==> src/rtl/adc_conv_scheduler.sv <==
// adc_conv_scheduler: shares one SAR ADC between NREQ requesters.
// Round-robin arbitration, registered config words, a clean start pulse,
// a synchronized finish with timeout, and a per-requester done/timeout pulse.
//
// Handshake: a requester raises req_i[k] and holds it. When granted, gnt_o[k]
// stays high for the whole transaction. The transaction ends with a one-cycle
// done_o[k] (result_o valid in that cycle) or timeout_o[k] (result_o unchanged).
// req_i[k] still high after that pulse counts as a new request.
module adc_conv_scheduler #(
    parameter int NREQ           = 4,
    parameter int SETTLE_CYCLES  = 2,
    parameter int START_CYCLES   = 4,
    parameter int TIMEOUT_CYCLES = 65535
) (
    input  logic                 clk,
    input  logic                 rst_n,
    input  logic                 enable_i,
    input  logic [NREQ-1:0]      req_i,
    input  logic [16*NREQ-1:0]   req_config_1_i,
    input  logic [16*NREQ-1:0]   req_config_2_i,
    output logic [NREQ-1:0]      gnt_o,
    output logic [NREQ-1:0]      done_o,
    output logic [NREQ-1:0]      timeout_o,
    output logic [15:0]          result_o,
    output logic                 busy_o,
    output logic                 adc_start_conversion_o,
    output logic [15:0]          adc_config_1_o,
    output logic [15:0]          adc_config_2_o,
    input  logic [15:0]          adc_result_i,
    input  logic                 adc_conversion_finished_i
);

    localparam int IDXW = (NREQ > 1) ? $clog2(NREQ) : 1;

    typedef enum logic [2:0] {IDLE, SETUP, START, WAIT, DONE} state_t;

    state_t            state_q, state_d;
    logic [IDXW-1:0]   last_grant_q;
    logic [IDXW-1:0]   gidx_q;
    logic [IDXW-1:0]   win_idx;
    logic [IDXW-1:0]   cand;
    logic              win_found;
    logic [NREQ-1:0]   gnt_q;
    logic [15:0]       cnt_q;
    logic              ok_q;
    logic [15:0]       result_q;
    logic [15:0]       cfg1_q, cfg2_q;
    logic              start_q;
    logic              fin_s1_q, fin_s2_q, fin_hist_q;
    logic              fin_rise;
    logic              timed_out;
    logic [15:0]       cfg1_arr [NREQ];
    logic [15:0]       cfg2_arr [NREQ];

    // Unpack the per-requester config words so the winner can be indexed.
    for (genvar k = 0; k < NREQ; k++) begin : g_cfg
        assign cfg1_arr[k] = req_config_1_i[16*k +: 16];
        assign cfg2_arr[k] = req_config_2_i[16*k +: 16];
    end

    // Round-robin search starting just after the last served requester.
    always_comb begin
        win_found = 1'b0;
        win_idx   = '0;
        cand      = '0;
        for (int i = 1; i <= NREQ; i++) begin
            cand = IDXW'((int'(last_grant_q) + i) % NREQ);
            if (!win_found && req_i[cand]) begin
                win_found = 1'b1;
                win_idx   = cand;
            end
        end
    end

    // Only a rising edge of the synchronized finish counts, and only in WAIT.
    assign fin_rise  = fin_s2_q & ~fin_hist_q & (state_q == WAIT);
    assign timed_out = (cnt_q == 16'(TIMEOUT_CYCLES));

    // State register.
    always_ff @(posedge clk or negedge rst_n) begin
        if (!rst_n) state_q <= IDLE;
        else        state_q <= state_d;
    end

    // Next-state decode; a finish edge beats a simultaneous timeout.
    always_comb begin
        state_d = state_q;
        unique case (state_q)
            IDLE:    if (enable_i && win_found) state_d = SETUP;
            SETUP:   if (cnt_q == 16'(SETTLE_CYCLES - 1)) state_d = START;
            START:   if (cnt_q == 16'(START_CYCLES - 1)) state_d = WAIT;
            WAIT:    if (fin_rise || timed_out) state_d = DONE;
            DONE:    state_d = IDLE;
            default: state_d = IDLE;
        endcase
    end

    // Two-flop synchronizer plus edge-history flop for the async finish.
    always_ff @(posedge clk or negedge rst_n) begin
        if (!rst_n) begin
            fin_s1_q   <= 1'b0;
            fin_s2_q   <= 1'b0;
            fin_hist_q <= 1'b0;
        end else begin
            fin_s1_q   <= adc_conversion_finished_i;
            fin_s2_q   <= fin_s1_q;
            fin_hist_q <= fin_s2_q;
        end
    end

    // Transaction datapath: phase counter, grant, config, result, pointer.
    always_ff @(posedge clk or negedge rst_n) begin
        if (!rst_n) begin
            cnt_q        <= '0;
            gnt_q        <= '0;
            gidx_q       <= '0;
            last_grant_q <= IDXW'(NREQ - 1);
            cfg1_q       <= '0;
            cfg2_q       <= '0;
            result_q     <= '0;
            ok_q         <= 1'b0;
            start_q      <= 1'b0;
        end else begin
            // Counter restarts on every state change and saturates.
            if (state_q == IDLE || state_d != state_q) cnt_q <= '0;
            else if (cnt_q != 16'hFFFF)                cnt_q <= cnt_q + 16'd1;

            start_q <= (state_d == START);

            if (state_q == IDLE && state_d == SETUP) begin
                gidx_q <= win_idx;
                gnt_q  <= NREQ'(1) << win_idx;
                cfg1_q <= cfg1_arr[win_idx];
                cfg2_q <= cfg2_arr[win_idx];
            end

            if (state_q == WAIT && state_d == DONE) begin
                ok_q <= fin_rise;
                if (fin_rise) result_q <= adc_result_i;
            end

            if (state_q == DONE) begin
                last_grant_q <= gidx_q;
                gnt_q        <= '0;
            end
        end
    end

    assign gnt_o                  = gnt_q;
    assign done_o                 = (state_q == DONE &&  ok_q) ? gnt_q : '0;
    assign timeout_o              = (state_q == DONE && !ok_q) ? gnt_q : '0;
    assign result_o               = result_q;
    assign busy_o                 = (state_q != IDLE);
    assign adc_start_conversion_o = start_q;
    assign adc_config_1_o         = cfg1_q;
    assign adc_config_2_o         = cfg2_q;

endmodule
==> config.mk <==
export PLATFORM = sky130hd
export DESIGN_NAME = adc_conv_scheduler
export DESIGN_NICKNAME = d
export VERILOG_FILES = /design/src/rtl/adc_conv_scheduler.sv
export SDC_FILE = /design/constraint.sdc
export NUM_CORES = 1
export LEC_CHECK = 0
export ABC_AREA = 1
export CAP_MARGIN = 30
export CORE_MARGIN = 5
export CORE_UTILIZATION = 30
export DETAILED_ROUTE_END_ITERATION = 6
export PLACE_DENSITY = 0.69
export RECOVER_POWER = 50
export SLEW_MARGIN = 40
export SYNTH_ARGS = -nofsm -noshare
export SYNTH_HDL_FRONTEND = slang
export SYNTH_SLANG_ARGS = --single-unit
export TNS_END_PERCENT = 10
==> constraint.sdc <==
create_clock -name clk -period 1.9 [get_ports clk]
set_input_delay 0.38 -clock clk [delete_from_list [all_inputs] [get_ports clk]]
set_output_delay 0.38 -clock clk [all_outputs]
set_load 0.01 [all_outputs]
==> results of run 1 <==
## what timing repair did
item / 4_1_cts / 5_1_grt
cloned: 2 / 6
resized for setup: 42 / 32
endpoints found under the hold margin: 25 / 0
setup endpoints to repair: 64 / 64
setup buffers: 2 / 2
hold buffers: 1 / 0
pin swaps: 4 / 11
## critical path, cell delays in order, from the launching register on
cell	delay, ns
dfstp_2	0.61
buf_6	0.12
nand2_1	0.06
nand2_1	0.10
nand2_1	0.06
nand2_1	0.10
nor2_2	0.07
nor2_4	0.15
nand2_8	0.10
buf_4	0.16
clkbuf_16	0.17
nand3_1	0.09
nand2_1	0.06
nand2_1	0.05
nand2_1	0.06
nand2_1	0.05
nand2_1	0.04
## cells in the final DEF (no fill, tap or decap), types with 2 or more instances in the layout
cell,count
xor2_1,3
o21ai_1,3
nor2_4,4
buf_6,6
clkdlybuf4s50_1,202
nor2_2,7
dfrtp_1,78
buf_12,9
clkinv_2,4
clkinvlp_4,2
nand2_1,376
buf_4,33
mux2_2,17
nor3_1,5
buf_16,2
ha_1,2
clkbuf_2,5
clkbuf_16,14
inv_2,3
inv_1,29
o21ai_0,13
buf_2,4
nand3_1,88
nand2_2,15
nand4_1,8
nor2_1,39
dfstp_2,2
nand3b_1,3
dlygate4sd3_1,2
nand2_8,2
xnor2_1,2
inv_4,2
nand2_4,2
## final cells by class
class / instances / area share [%]
inverter: 34 / 1.61
clock inverter: 6 / 0.426
tap: 220 / 3.35
clock buffer: 10 / 2.91
sequential: 80 / 24.4
timing repair buffer: 270 / 33.9
multi-input combinational: 596 / 33.4
## per-stage QoR
step | hold WS [ns] | instances | setup TNS [ns]
floorplan | 0.0844 | 748 | 0
global placement | 0.340 | 1187 | -15.98
detailed placement | 0.338 | 1187 | -18.07
CTS | 0.365 | 1208 | -8.77
global route | 0.369 | 1216 | -19.91
finish | 0.365 | 1216 | -9.97
## worst max path at each step
| stage | endpoint | cells after the start |
|---|---|---|
| finish | adc_config_1_o[15]$_DFFE_PN0P_ | 16 |
| global route | adc_config_1_o[2]$_DFFE_PN0P_ | 16 |
| CTS | adc_config_1_o[8]$_DFFE_PN0P_ | 16 |
| detailed placement | adc_config_2_o[12]$_DFFE_PN0P_ | 15 |
| global placement | adc_config_2_o[12]$_DFFE_PN0P_ | 15 |
| floorplan | adc_config_1_o[10]$_DFFE_PN0P_ | 17 |
## per-layer routing
layer	share of wire [%]	track usage (%)	up-vias
met5	0	0	-
met4	3.2	6.69	0
met3	9.5	6.62	37
met2	48	29.8	212
met1	39	19.4	2563
li1	-	-	2831
## sequential cells by signal, summed over array words and instances, names as in the netlist, 2 cells and up
| name | flops |
|---|---|
| adc_config_1_o | 16 |
| adc_config_2_o | 16 |
| cnt_q | 16 |
| result_o | 16 |
| gnt_o | 4 |
| state_q | 3 |
| gidx_q | 2 |
| last_grant_q | 2 |
## report_power, final
part | internal [mW] | leakage (nW) | total, mW | switching (mW)
Combinational | 4.14 | 2.88 | 8.79 | 4.65
Clock | 0.911 | 0.134 | 1.61 | 0.704
Sequential | 2.31 | 1.01 | 2.68 | 0.369
Total | 7.36 | 4.02 | 13.1 | 5.72
## logic make-up after synthesis
family | count (synthesis) | synth area share (%)
buf+inv | 72 | 7.35
mux | 17 | 3.82
flops | 80 | 40.0
xor+xnor | 5 | 0.875
compound gates | 19 | 1.92
fa+ha+maj | 2 | 0.500
simple gates | 553 | 45.5
==> results by group, run 1 <==
Run status
  • Status: complete, but fails checks
  • Failing checks: setup timing

Run
  • Maxcap violations: 0

Cells and area
  • Area growth from synthesis to layout: 64.2%
  • Fin area: roughly 8000 µm²
  • Util after Layout: 49.9%
  • Reg area: 2000 µm²
  • Filler cells: 1614
  • ANT cells: 0
  • Multi-input gate area: between 2000 and 3000 µm²
  • Final #Nets: 1145
  • Ratio of cells with drive above 1 in the final layout: 14.1%

STA
  • Hold Vio Cnt, Final: 0
  • Fmax achieved: 0.458 GHz
  • Max transition margin: 49.5%
  • Clock skew: 0.00656 ns
  • Post-route minimum period: 2.18 ns
  • RSZ-0062 raised after global routing: yes
  • Final setup margin: -0.282 ns
  • Worst-Margin Slew: roughly 0.76 ns
  • Final setup vio count: 62
  • Final period util: 115%
  • Slew Viols, Final: 0

Worst setup path
  • CP Capture Type: flop
  • Setup slack, reg-to-reg: -0.28 ns
  • Worst Path Max Fanout: 16
  • R2R depth: 16
  • Crit Path Class: reg2reg
  • CP arrival: 2.42 ns
  • Critical Path RT: 2.13 ns
  • Worst R2R Start: last_grant_q[0]$_DFFE_PN1N_
  • Critical Path Source: last_grant_q[0]$_DFFE_PN1N_
  • Startpoint types: flop
  • R2R Path End: adc_config_1_o[15]$_DFFE_PN0P_

Clocking
  • Deepest clock path buffer count: 2
  • Worst-Skew Late Latency: roughly 0.34 ns
  • Total CTS buffers: 9
  • CTS root buf: clkbuf_16
  • CTS sink cnt: 80
  • # H-tree levels: 3
  • CTS tree: built
  • Reg clk slew, reported paths: about 0.060 ns

Floorplanning
  • Die Y: 139 µm
  • Die X: between 100 and 150 µm
  • Std-Cell Rows: between 40 and 50
  • Initial core utilization: 30.4%
  • Core area: 16500 µm²
  • # IOs: 214
  • Die Area: about 19000 µm²

Global route
  • Largest net degree at the start of global routing: 42
  • Initial antenna violation count: 0
  • GRT Residual Overflow: 0
  • GRT Total Usage: 17.3%
  • First-pass GRT wire length: around 27000 µm
  • Vias in the first global route: approximately 5500

Pwr
  • Lkg Pwr: 4.02 nW
  • Cell Pwr Density: roughly 1600 nW/µm²
  • Peak VDD IR: 0.728 mV
  • Overall power: 13.1 mW

Yosys
  • Post-Syn Area: 5010 µm²
  • Share of the synthesized area in the top cell type: 39.0%
  • Leading cell type by number of instances after synthesis: nand2_1
  • Synth cell count leaders: 389 x nand2_1, 88 x nand3_1, 78 x dfrtp_1
  • Asr flop ratio synth: 100%
  • Yosys cell types: 30
  • Number of synthesized flops with an enable pin: 0
  • Seq/Total Area, Yosys: about 40%
  • Largest cells by area after synthesis: dfrtp_1 39%, nand2_1 29%, nand3_1 8.8%, mux2_2 3.8%, nor2_1 3.4%
  • Prevailing post-synth register cell: dfrtp_1
  • #FFs+latches synth: 80
  • Post-synth top area cell: dfrtp_1
  • Mapped Avg Cell Area: around 6.7 µm²
  • Mapped Cells: 748
  • Syn Nets: 902
  • Synth warnings: 0

Detailed routing
  • Post-DRT Antenna Nets: 0
  • Via/cell ratio: around 4.6
  • Final WL: around 18000 µm
  • Residual DRC count: 0
  • Initial DRC count: roughly 230
  • DR WL/cell: 14.7 µm
  • DR vias: 5643
  • DR pass1 iterations: 7

Hold path
  • WHS Path Cells: 0
  • Hold Crit Start: fin_s1_q$_DFF_PN0_
  • Worst hold path class: reg2reg
  • Hold Path End: fin_s2_q$_DFF_PN0_

Place
  • Port Buffers: 213
  • RePlAce Congestion: about 0.88
  • HPWL after DPL: 12700 µm
  • Pre-CTS worst setup slack: -0.393 ns
  • Placement Cell Area: 7630 µm²
No activity file was read; power rests on OpenSTA's default activity.
==> run 2: changes to the inputs <==
- CTS_BUF_LIST: not set -> sky130_fd_sc_hd__clkbuf_8 sky130_fd_sc_hd__clkbuf_16
- SLEW_MARGIN: 40 -> not set
- TNS_END_PERCENT: 10 -> not set
==> results by group, run 2 (synthesis gave the netlist of run 1 again) <==
Global route
  • Initial antenna violation count: 0
  • First-pass GRT wire length: between 20000 and 30000 µm
  • GRT Total Usage: 18.0%
  • Vias in the first global route: ~5600
  • GRT Residual Overflow: 0
  • Largest net degree at the start of global routing: 42

Place
  • Placement Cell Area: 7630 µm²
  • HPWL after DPL: 12700 µm
  • Placed cell count: 1187
  • RePlAce Congestion: 0.883
  • Port Buffers: 213

Run status
  • Failing checks: setup timing
  • Status: complete, but fails checks

Pwr
  • Overall power: 13.9 mW
  • Combinational share of power: 68.9%
  • Cell Pwr Density: 1650 nW/µm²
  • Part of the power in the clock network: 11.7%
  • Lkg Pwr: 4.13 nW
  • Switching Fraction: 43.3%
  • Seq pwr share: about a fifth
  • Net switching power: 6.02 mW
  • Peak VDD IR: 0.759 mV
  • Internal: 7.90 mW

Floorplanning
  • Die Y: roughly 140 µm
  • # IOs: 214
  • Die Area: 19400 µm²
  • Core area: 16500 µm²
  • Initial core utilization: slightly above 30%
  • Std-Cell Rows: 47
  • Die X: 139 µm

STA
  • Final setup margin: -0.262 ns
  • Fmax achieved: 0.462 GHz
  • Slew Viols, Final: 0
  • Final setup vio count: 56
  • Hold Vio Cnt, Final: 0
  • Worst hold slack: between 0.3 and 0.4 ns
  • Post-Route Setup TNS: -11.74 ns
  • Max transition margin: 50.4%
  • RSZ-0062 raised after global routing: yes
  • Post-route minimum period: 2.16 ns
  • Final period util: 114%
  • Clock skew: 0.00767 ns
  • Worst-Margin Slew: 0.744 ns

Worst setup path
  • CP most frequent cell: nand2_1
  • Worst Path Max Fanout: 7
  • Critical Path RT: ~2.1 ns
  • CP Capture Type: flop
  • CP arrival: between 2 and 2.5 ns
  • Max incr delay on CP: 0.62 ns
  • Slowest CP cell: dfstp_2
  • Startpoint types: flop
  • Crit Path Class: reg2reg
  • Critical Path, Cell by Cell: inv_4 -> nand2_2 -> nand2_1 -> nand2_2 -> nand2_2 -> nor2_4 -> nand3_4 -> nand2_8 -> nand2_4 -> clkbuf_16 -> nand2_1 -> nand2_1 -> nand2_1 -> nand2_1 -> nand2_1 -> nand2_1

Clocking
  • CTS sink cnt: 80
  • Worst-Skew Late Latency: 0.34 ns
  • Reg clk slew, reported paths: 0.07 ns
  • CTS root buf: clkbuf_16
  • CTS tree: built
  • Total CTS buffers: 9
  • # H-tree levels: 3
  • Deepest clock path buffer count: 2

Detailed routing
  • WL met2: 9210 µm
  • Initial DRC count: 226
  • DRT met1 WL: 7100 µm
  • DR pass1 iterations: 4
  • DR vias: 5681
  • Met3 Wirelength: roughly 1700 µm
  • Top Metal Used: met4
  • Post-DRT Antenna Nets: 0
  • Final WL: about 19000 µm
  • Via/cell ratio: 4.63
  • Residual DRC count: 0
  • DR WL/cell: 15.1 µm

Cells and area
  • Non-Filler Instances: approximately 1200
  • Multi-input gate area: 2830 µm²
  • Area growth from synthesis to layout: 68.9%
  • Fin area: 8460 µm²
  • Reg area: 2000 µm²
  • Ratio of cells with drive above 1 in the final layout: 16.1%
  • Most frequent cells in the layout: 368 x nand2_1, 202 x clkdlybuf4s50_1, 87 x nand3_1, 78 x dfrtp_1, 38 x nor2_1
  • Filler cells: 1608
  • Commonest non-fill, non-tap cell in the layout: nand2_1
  • ANT cells: 0
  • Final #Nets: 1155

Hold path
  • Worst hold path class: reg2reg

Run
  • Maxcap violations: 0
-- run 2: cell count changes in the layout (fill, tap and decap cells not counted), moves of 3 or more --
cell,delta
buf_2,+4
nand2_4,+5
nand2_2,+4
nand2_1,-8
clkbuf_2,-3
-- run 2: path summary, 6_finish.rpt --
path,to,start,slack [ns],cells after the start
max reg2reg,adc_config_2_o[6]$_DFFE_PN0P_,last_grant_q[0]$_DFFE_PN1N_,-0.26,16
min reg2reg,fin_s2_q$_DFF_PN0_,fin_s1_q$_DFF_PN0_,0.36,0
min in group asynchronous,adc_config_2_o[4]$_DFFE_PN0P_,rst_n,0.68,2
max,adc_config_2_o[6]$_DFFE_PN0P_,last_grant_q[0]$_DFFE_PN1N_,-0.26,16
max in group asynchronous,result_o[0]$_DFFE_PN0P_,rst_n,0.29,3
min,fin_s2_q$_DFF_PN0_,fin_s1_q$_DFF_PN0_,0.36,0
-- run 2: repair_timing --
action                                  4_1_cts  5_1_grt
setup buffers                                 8        1
resized for setup                            70       30
hold buffers                                  1        0
endpoints found under the hold margin        25        0
endpoints found under the setup margin       64       62
cloned                                        5        8
pin swaps                                     9       15
-- run 2: layer usage --
layer / up-vias / track usage, %
met3: 31 / 7.24
met5: - / 0
met4: 0 / 6.13
li1: 2851 / -
met1: 2577 / 20.3
met2: 222 / 31.0
-- run 2: final cells by class --
class                      instances  area share [%]
multi-input combinational        597            33.4
clock buffer                      10            2.83
timing repair buffer             279            34.8
inverter                          34            1.57
tap                              220            3.25
clock inverter                     6           0.414
sequential                        80            23.7
-- run 2: worst max-delay path: cells and delay by family, from the launching register on --
family,cells,cell delay [ns]
and+or+nand+nor,14,1.17
buffers and inverters,2,0.26
DFF,1,0.62
-- run 2: power groups by stage --
stage               logic [mW]  registers (mW)  clock network, mW
detailed placement        7.72            2.69                  0
global placement          7.65            2.68                  0
finish                    9.59            2.69               1.63
floorplan                 4.34            2.89                  0
global route              10.6            2.77               1.74
CTS                       8.67            2.69               1.68
-- run 2: metrics by stage --
stage          util [%]  setup WS, ns
6_report           51.4        -0.262
5_1_grt            51.4        -0.413
4_1_cts            50.2        -0.212
3_5_place_dp       46.3        -0.393
3_3_place_gp       46.3        -0.357
2_1_floorplan         -       0.00795
